$ cat src/rtl/counter_pkg.sv
// Shared constants and helpers for the up/down counter family.
package counter_pkg;

  localparam int unsigned CNT_WRAP = 0;
  localparam int unsigned CNT_SAT  = 1;

  function automatic logic [31:0] clamp_load(input logic [31:0] val, input logic [31:0] max);
    return (val > max) ? max : val;
  endfunction

  function automatic logic is_boundary(input logic [31:0] cnt, input logic up_dn,
                                       input logic [31:0] max);
    return up_dn ? (cnt == max) : (cnt == '0);
  endfunction

endpackage

$ cat src/rtl/tff_cell.sv
// Single toggle flip-flop with synchronous reset and a forced-value override.
module tff_cell (
  input  logic clk,
  input  logic rst,
  input  logic t,
  input  logic force_en,
  input  logic force_val,
  output logic q,
  output logic qbar
);

  logic q_q;
  logic q_d;

  always_comb begin
    q_d = q_q;
    if (force_en)
      q_d = force_val;
    else if (t)
      q_d = ~q_q;
  end

  always_ff @(posedge clk) begin
    if (rst)
      q_q <= 1'b0;
    else
      q_q <= q_d;
  end

  assign q    = q_q;
  assign qbar = ~q_q;

endmodule

$ cat src/rtl/sync_updown_counter.sv
// Up/down counter built from toggle cells with carry/borrow enable chains,
// parallel load with clamp, and wrap or saturate at the terminal values.
module sync_updown_counter
  import counter_pkg::*;
#(
  parameter int unsigned      WIDTH    = 4,
  parameter logic [WIDTH-1:0] MAX_VAL  = {WIDTH{1'b1}},
  parameter int unsigned      SATURATE = CNT_WRAP
) (
  input  logic             clk,
  input  logic             rst,
  input  logic             en,
  input  logic             up_dn,
  input  logic             load,
  input  logic [WIDTH-1:0] load_val,
  output logic [WIDTH-1:0] cnt,
  output logic [WIDTH-1:0] cntbar,
  output logic             tc,
  output logic             wrap
);

  logic [WIDTH-1:0] t;
  logic [WIDTH-1:0] force_en;
  logic [WIDTH-1:0] force_val;
  logic [31:0]      cnt32;
  logic [31:0]      max32;
  logic [31:0]      lv32;
  logic [31:0]      clamped;
  logic             bnd;
  logic             chain;
  logic             wrap_d;
  logic             wrap_q;

  always_comb begin
    cnt32              = '0;
    cnt32[WIDTH-1:0]   = cnt;
    max32              = '0;
    max32[WIDTH-1:0]   = MAX_VAL;
    lv32               = '0;
    lv32[WIDTH-1:0]    = load_val;
    clamped            = clamp_load(lv32, max32);
    bnd                = is_boundary(cnt32, up_dn, max32);
    tc                 = en & ~load & bnd;
    t                  = '0;
    force_en           = '0;
    force_val          = '0;
    wrap_d             = 1'b0;
    chain              = 1'b1;
    if (load) begin
      force_en  = '1;
      force_val = clamped[WIDTH-1:0];
    end else if (en) begin
      if (bnd) begin
        // Boundary values are imposed on every cell, bypassing the chain.
        force_en = '1;
        if (SATURATE == CNT_SAT) begin
          force_val = cnt;
        end else begin
          force_val = up_dn ? '0 : MAX_VAL;
          wrap_d    = 1'b1;
        end
      end else begin
        for (int unsigned i = 0; i < WIDTH; i++) begin
          t[i]  = chain;
          chain = chain & (up_dn ? cnt[i] : ~cnt[i]);
        end
      end
    end
  end

  for (genvar g = 0; g < WIDTH; g++) begin : g_cell
    tff_cell u_cell (
      .clk      (clk),
      .rst      (rst),
      .t        (t[g]),
      .force_en (force_en[g]),
      .force_val(force_val[g]),
      .q        (cnt[g]),
      .qbar     (cntbar[g])
    );
  end

  always_ff @(posedge clk) begin
    if (rst)
      wrap_q <= 1'b0;
    else
      wrap_q <= wrap_d;
  end

  assign wrap = wrap_q;

endmodule

$ cat config.mk
export PLATFORM = sky130hd
export DESIGN_NAME = sync_updown_counter
export DESIGN_NICKNAME = d
export VERILOG_FILES = /design/src/rtl/counter_pkg.sv /design/src/rtl/tff_cell.sv /design/src/rtl/sync_updown_counter.sv
export SDC_FILE = /design/constraint.sdc
export NUM_CORES = 1
export LEC_CHECK = 0
export BUFFER_PORTS_ARGS = -buffer_cell sky130_fd_sc_hd__buf_2
export CORE_AREA = 2 2 40 42
export DETAILED_ROUTE_END_ITERATION = 16
export DIE_AREA = 0 0 42 44
export PLACE_DENSITY = 0.57
export SLEW_MARGIN = 30
export SYNTH_ARGS = -nofsm -noshare
export SYNTH_HDL_FRONTEND = slang
export SYNTH_SLANG_ARGS = --single-unit
$ cat constraint.sdc
create_clock -name clk -period 1.9 [get_ports clk]
set_clock_uncertainty 0.05 [all_clocks]
set_input_delay 0.19 -clock clk [delete_from_list [all_inputs] [get_ports clk]]
set_output_delay 0.19 -clock clk [all_outputs]
set_load 0.05 [all_outputs]
Word-level counts from Yosys, hierarchy flattened
Index checks and enable logic that the tools add are counted.

storage, ports and cells
  register bits after elaboration = 5
  bits of input ports = 9
  output and inout port bits = 10
  logic and storage cells = 45

cells by class
  eq/ne operators = 1
  muxes and demuxes = 23
  bitwise gates (word level) = 10
  reductions and logical operators = 6

operator list
  operator                                    count
  two-way mux 4 bit                           10
  two-way mux 1 bit                           13
  nonzero test 2 bit                          4
  inverter 1 bit                              6
  AND 1 bit                                   4
  equality test 4 bit, second input constant  1
  zero test 4 bit                             1
  OR reduction 3 bit                          1

Longest topological paths before layout
  depth after elaboration = 9
  mapped depth = 4
  depth with buffers taken out = 3

Modules after synthesis
A second synthesis with hierarchy kept.

unflattened totals
  cells, all modules = 54
  area total of the unflattened synthesis = 400.4 µm²

by module, submodules not included
  module               instances  cells each  area an instance (µm²)  seq. area each (µm²)
  tff_cell             4          6           55.1                    20.0
  sync_updown_counter  1          30          180.2                   20.0

Worst setup path before layout
OpenSTA, ideal clock, no wires.

  path kind = flip-flop to output port
  from = reg g_cell[0].u_cell.q_q
  to = out tc
  arrival time = 1.928 ns
  data required time = 1.660 ns
  setup slack = -0.268 ns
  cell stages (with the launch flop) = 5
  buffers on the path = 1
  cell sequence = dfxtp_1 > buf_6 > nor4_2 > mux2i_1 > nor3_1

on the way
  word-level cells in the longest chain between the ends = 3
  elaborated cells between the ends (all ways) = 4
  those cells by class = eq/ne (1); mux (1); bitwise (1); reduce/logical (1)

RTL lines
  what                                                    RTL line                   text
  start, declared                                         tff_cell.sv:12             logic q_q;
  start signal, assigned                                  tff_cell.sv:27             q_q <= q_d;
  equality test 4 bit or zero test 4 bit (tied branches)  counter_pkg.sv:13          return up_dn ? (cnt == max) : (cnt == '0);
  two-way mux 1 bit *                                     counter_pkg.sv:13
  AND 1 bit *                                             sync_updown_counter.sv:43  tc = en & ~load & bnd;
  end, declared                                           sync_updown_counter.sv:18  output logic tc,

Mark *: on every way between the ends. The rest lies on a longest branch, timed or not.

Final worst setup path
  from = reg g_cell[1].u_cell.q_q
  to = out tc

on the way
  word-level cells in the longest chain between the ends = 3
  elaborated cells between the ends (all ways) = 4
  those cells by class = eq/ne (1); mux (1); bitwise (1); reduce/logical (1)

RTL lines
  what                                                    RTL line
  start, declared                                         tff_cell.sv:12
  start signal, assigned                                  tff_cell.sv:27
  equality test 4 bit or zero test 4 bit (tied branches)  counter_pkg.sv:13
  two-way mux 1 bit *                                     counter_pkg.sv:13
  AND 1 bit *                                             sync_updown_counter.sv:43

Marked as above.

==> results.toml <==
[critical_path]
required_ns = 1.66
arrival_ns = 1.50
critPathLaunchType = "register"
timing.rr.end = "g_cell[3].u_cell.q$_SDFFE_PP0P_"
worstSetupEndpointType = "primary output"
critical_path_class = "reg -> out"
worstRegToRegCells = 3
reg2reg_from = "g_cell[1].u_cell.q$_SDFFE_PP0P_"
cp_max_fo = 8
reg2reg_setup_slack_ns = 0.57

[routing]
drt-met1-wl_um = 445
top_layer = "met4"
drt_iter0_drc = 9
dr_wl_met3_um = 44
remaining_drc_errors = 0
vias_per_cell = 4.872
drtPass1Iterations = 4
vias = 380
drtAntennaViolNets = 0
met2WireLength_um = 421
wirelength_um = 926
wl_per_cell_um = 11.87

[die]
rows = 14
io_pins = 19
die_width_um = 42
die_area_um2 = 1848
core-area_um2 = 1419
start_util = 0.2787
die-height_um = 44

[clock_network]
clk_pin_slew_ns = 0.04
tritoncts = "yes"
cts_made_buffers = 3
cts.sinks = 5
clock_latency_ns = 0.24
cts_max_level = 1
cts_root_buf = "clkbuf_4"
cts_setup_buffers = 0
clock_path_buffers = 2

[logic_synthesis]
synth_top_cell_by_area = "dfxtp_1"
synth_ff_type = "dfxtp_1"
synth_top_area_share = 0.2532
synth_edf_count = 0
ys_seq_area_frac = 0.2532
synth_cell_types = 26
ys_top_cells_by_area = "dfxtp_1 (25%), buf_4 (15%), inv_1 (6.6%)"
synth_nets = 59
yosys_warnings = 0
async_flop_share = 0
ys_ff_latch = 5
synthesis.area_um2 = 395.4
syn_inst = 50
postSynthAreaPerCell_um2 = 7.908

[sta]
clock.fmax_mhz = 573.7
slew_viol_final = 0
setup_viol = 0
hold_viol = 0
min_period_over_period = 0.9174
period_minus_slack_ns = 1.743
setup_ws_ns = 0.1570
slew_headroom = 0.8272
fin_tns_setup_ns = 0
worst_slew_pin_slew_ns = 0.2573
rsz0062_at_grt = "no"

[worst_hold_path]
hold_start = "rst"
min_path_cells = 2
hp-class = "in -> reg"
holdPathEnd = "g_cell[2].u_cell.q$_SDFFE_PP0P_"

[final_layout]
final_nets = 72
post-route-util = 0.3316
final_area_um2 = 470.5
syn2layout_area_growth_pct = 18.99
diodes = 0
drive_gt1_frac = 0.4032
mostFrequentLayoutCell = "buf_2"
final_cell_mix = "buf_2 (18), inv_1 (7), nor2_1 (4), dfxtp_1 (4), clkbuf_4 (3)"
nFillCells = 158

[place]
dp_hpwl_um = 687.1
placed_cell_area_um2 = 434.2
place.gp.congestion = 0.6888
pre_cts_ws_ns = 0.3584
portBuffers = 18

[outcome]
status = "finished, final reports clean"

[power]
power_frac_seq = 0.338
clkPwrFrac = 0.333
p_int_mw = 0.2274
vdd_drop_max_mv = 0.1881
totalPowerFinal_mw = 0.3759
leakagePower_nw = 0.2302
swShare = 0.3951
combPwrFrac = 0.329
p_per_area_nw_per_um2 = 799.0
switchingPower_mw = 0.1485

[global_route]
grt_max_degree = 10
antenna_found_initial = 0
grt_pass1_wl_mm = 1.442
overflow = 0
grt_usage = 0.1113
grt_pass1_vias = 343

[flow_run]
maxCapViolCount = 0
area by class of cell:
cell class | instances | area (um^2) | share of cell area
clock buffers | 4 | 26.28 | 0.05585
multi-input cells | 28 | 206.4 | 0.4388
flip-flops and latches | 5 | 101.3 | 0.2154
repair buffers | 18 | 90.09 | 0.1915
inverters | 7 | 26.28 | 0.05585
well taps | 16 | 20.02 | 0.04255
registers in the layout, indices dropped and copies added, names as in the netlist:
| signal | cells |
|---|---|
| g_cell.u_cell.q | 4 |
| wrap | 1 |
layer usage:
layer | GRT usage | up-vias
met4 | 0.1161 | 0
met2 | 0.1594 | 12
met5 | 0 | -
met3 | 0.03333 | 2
li1 | - | 191
met1 | 0.1275 | 175
cell usage after synthesis (2+ instances only):
cell type,number
o21ai_0,2
nand2_1,2
nor3_1,2
buf_4,8
dfxtp_1,5
nor2_1,4
xor2_1,2
inv_1,7
power groups by stage:
stage | Combinational [mW] | Clock (mW) | Sequential [mW]
after global routing | 0.133 | 0.136 | 0.128
final | 0.124 | 0.125 | 0.127
after global placement | 0.121 | 0 | 0.126
after CTS | 0.122 | 0.129 | 0.125
after floorplan | 0.114 | 0 | 0.124
after detailed placement | 0.121 | 0 | 0.127
logic make-up after synthesis:
family	synth area share
XOR/XNOR	0.04431
AND/OR/NAND/NOR	0.2532
multiplexers	0.02532
flip-flops	0.2532
buffers and inverters	0.2595
AO/OA/AOI/OAI	0.1646
critical path, cell delays in order, from the launching register on:
cell	delay, ns
dfxtp_1	0.46
and4_1	0.29
mux2i_1	0.11
nor3_2	0.12
buf_2	0.28
how the worst max path moves through the flow:
stage / from / depth (start not counted) / to
after floorplan: g_cell[0].u_cell.q$_SDFFE_PP0P_ / 4 / tc
after global placement: g_cell[0].u_cell.q$_SDFFE_PP0P_ / 4 / tc
after detailed placement: g_cell[0].u_cell.q$_SDFFE_PP0P_ / 4 / tc
after CTS: g_cell[0].u_cell.q$_SDFFE_PP0P_ / 4 / tc
after global routing: g_cell[1].u_cell.q$_SDFFE_PP0P_ / 4 / tc
final: g_cell[1].u_cell.q$_SDFFE_PP0P_ / 4 / tc
metrics by stage:
stage | hold slack [ns] | cells
2_1_floorplan | 0.2089 | 50
3_3_place_gp | 0.4004 | 74
3_5_place_dp | 0.4083 | 74
4_1_cts | 0.1512 | 78
5_1_grt | 0.1750 | 78
6_report | 0.1600 | 78
what timing repair did:
item                                    CTS  global route
endpoints found under the setup margin    0             1
gates resized for setup                   0             2
hold buffers                              0             0
Note: power is estimated with default switching activity, not from simulation.
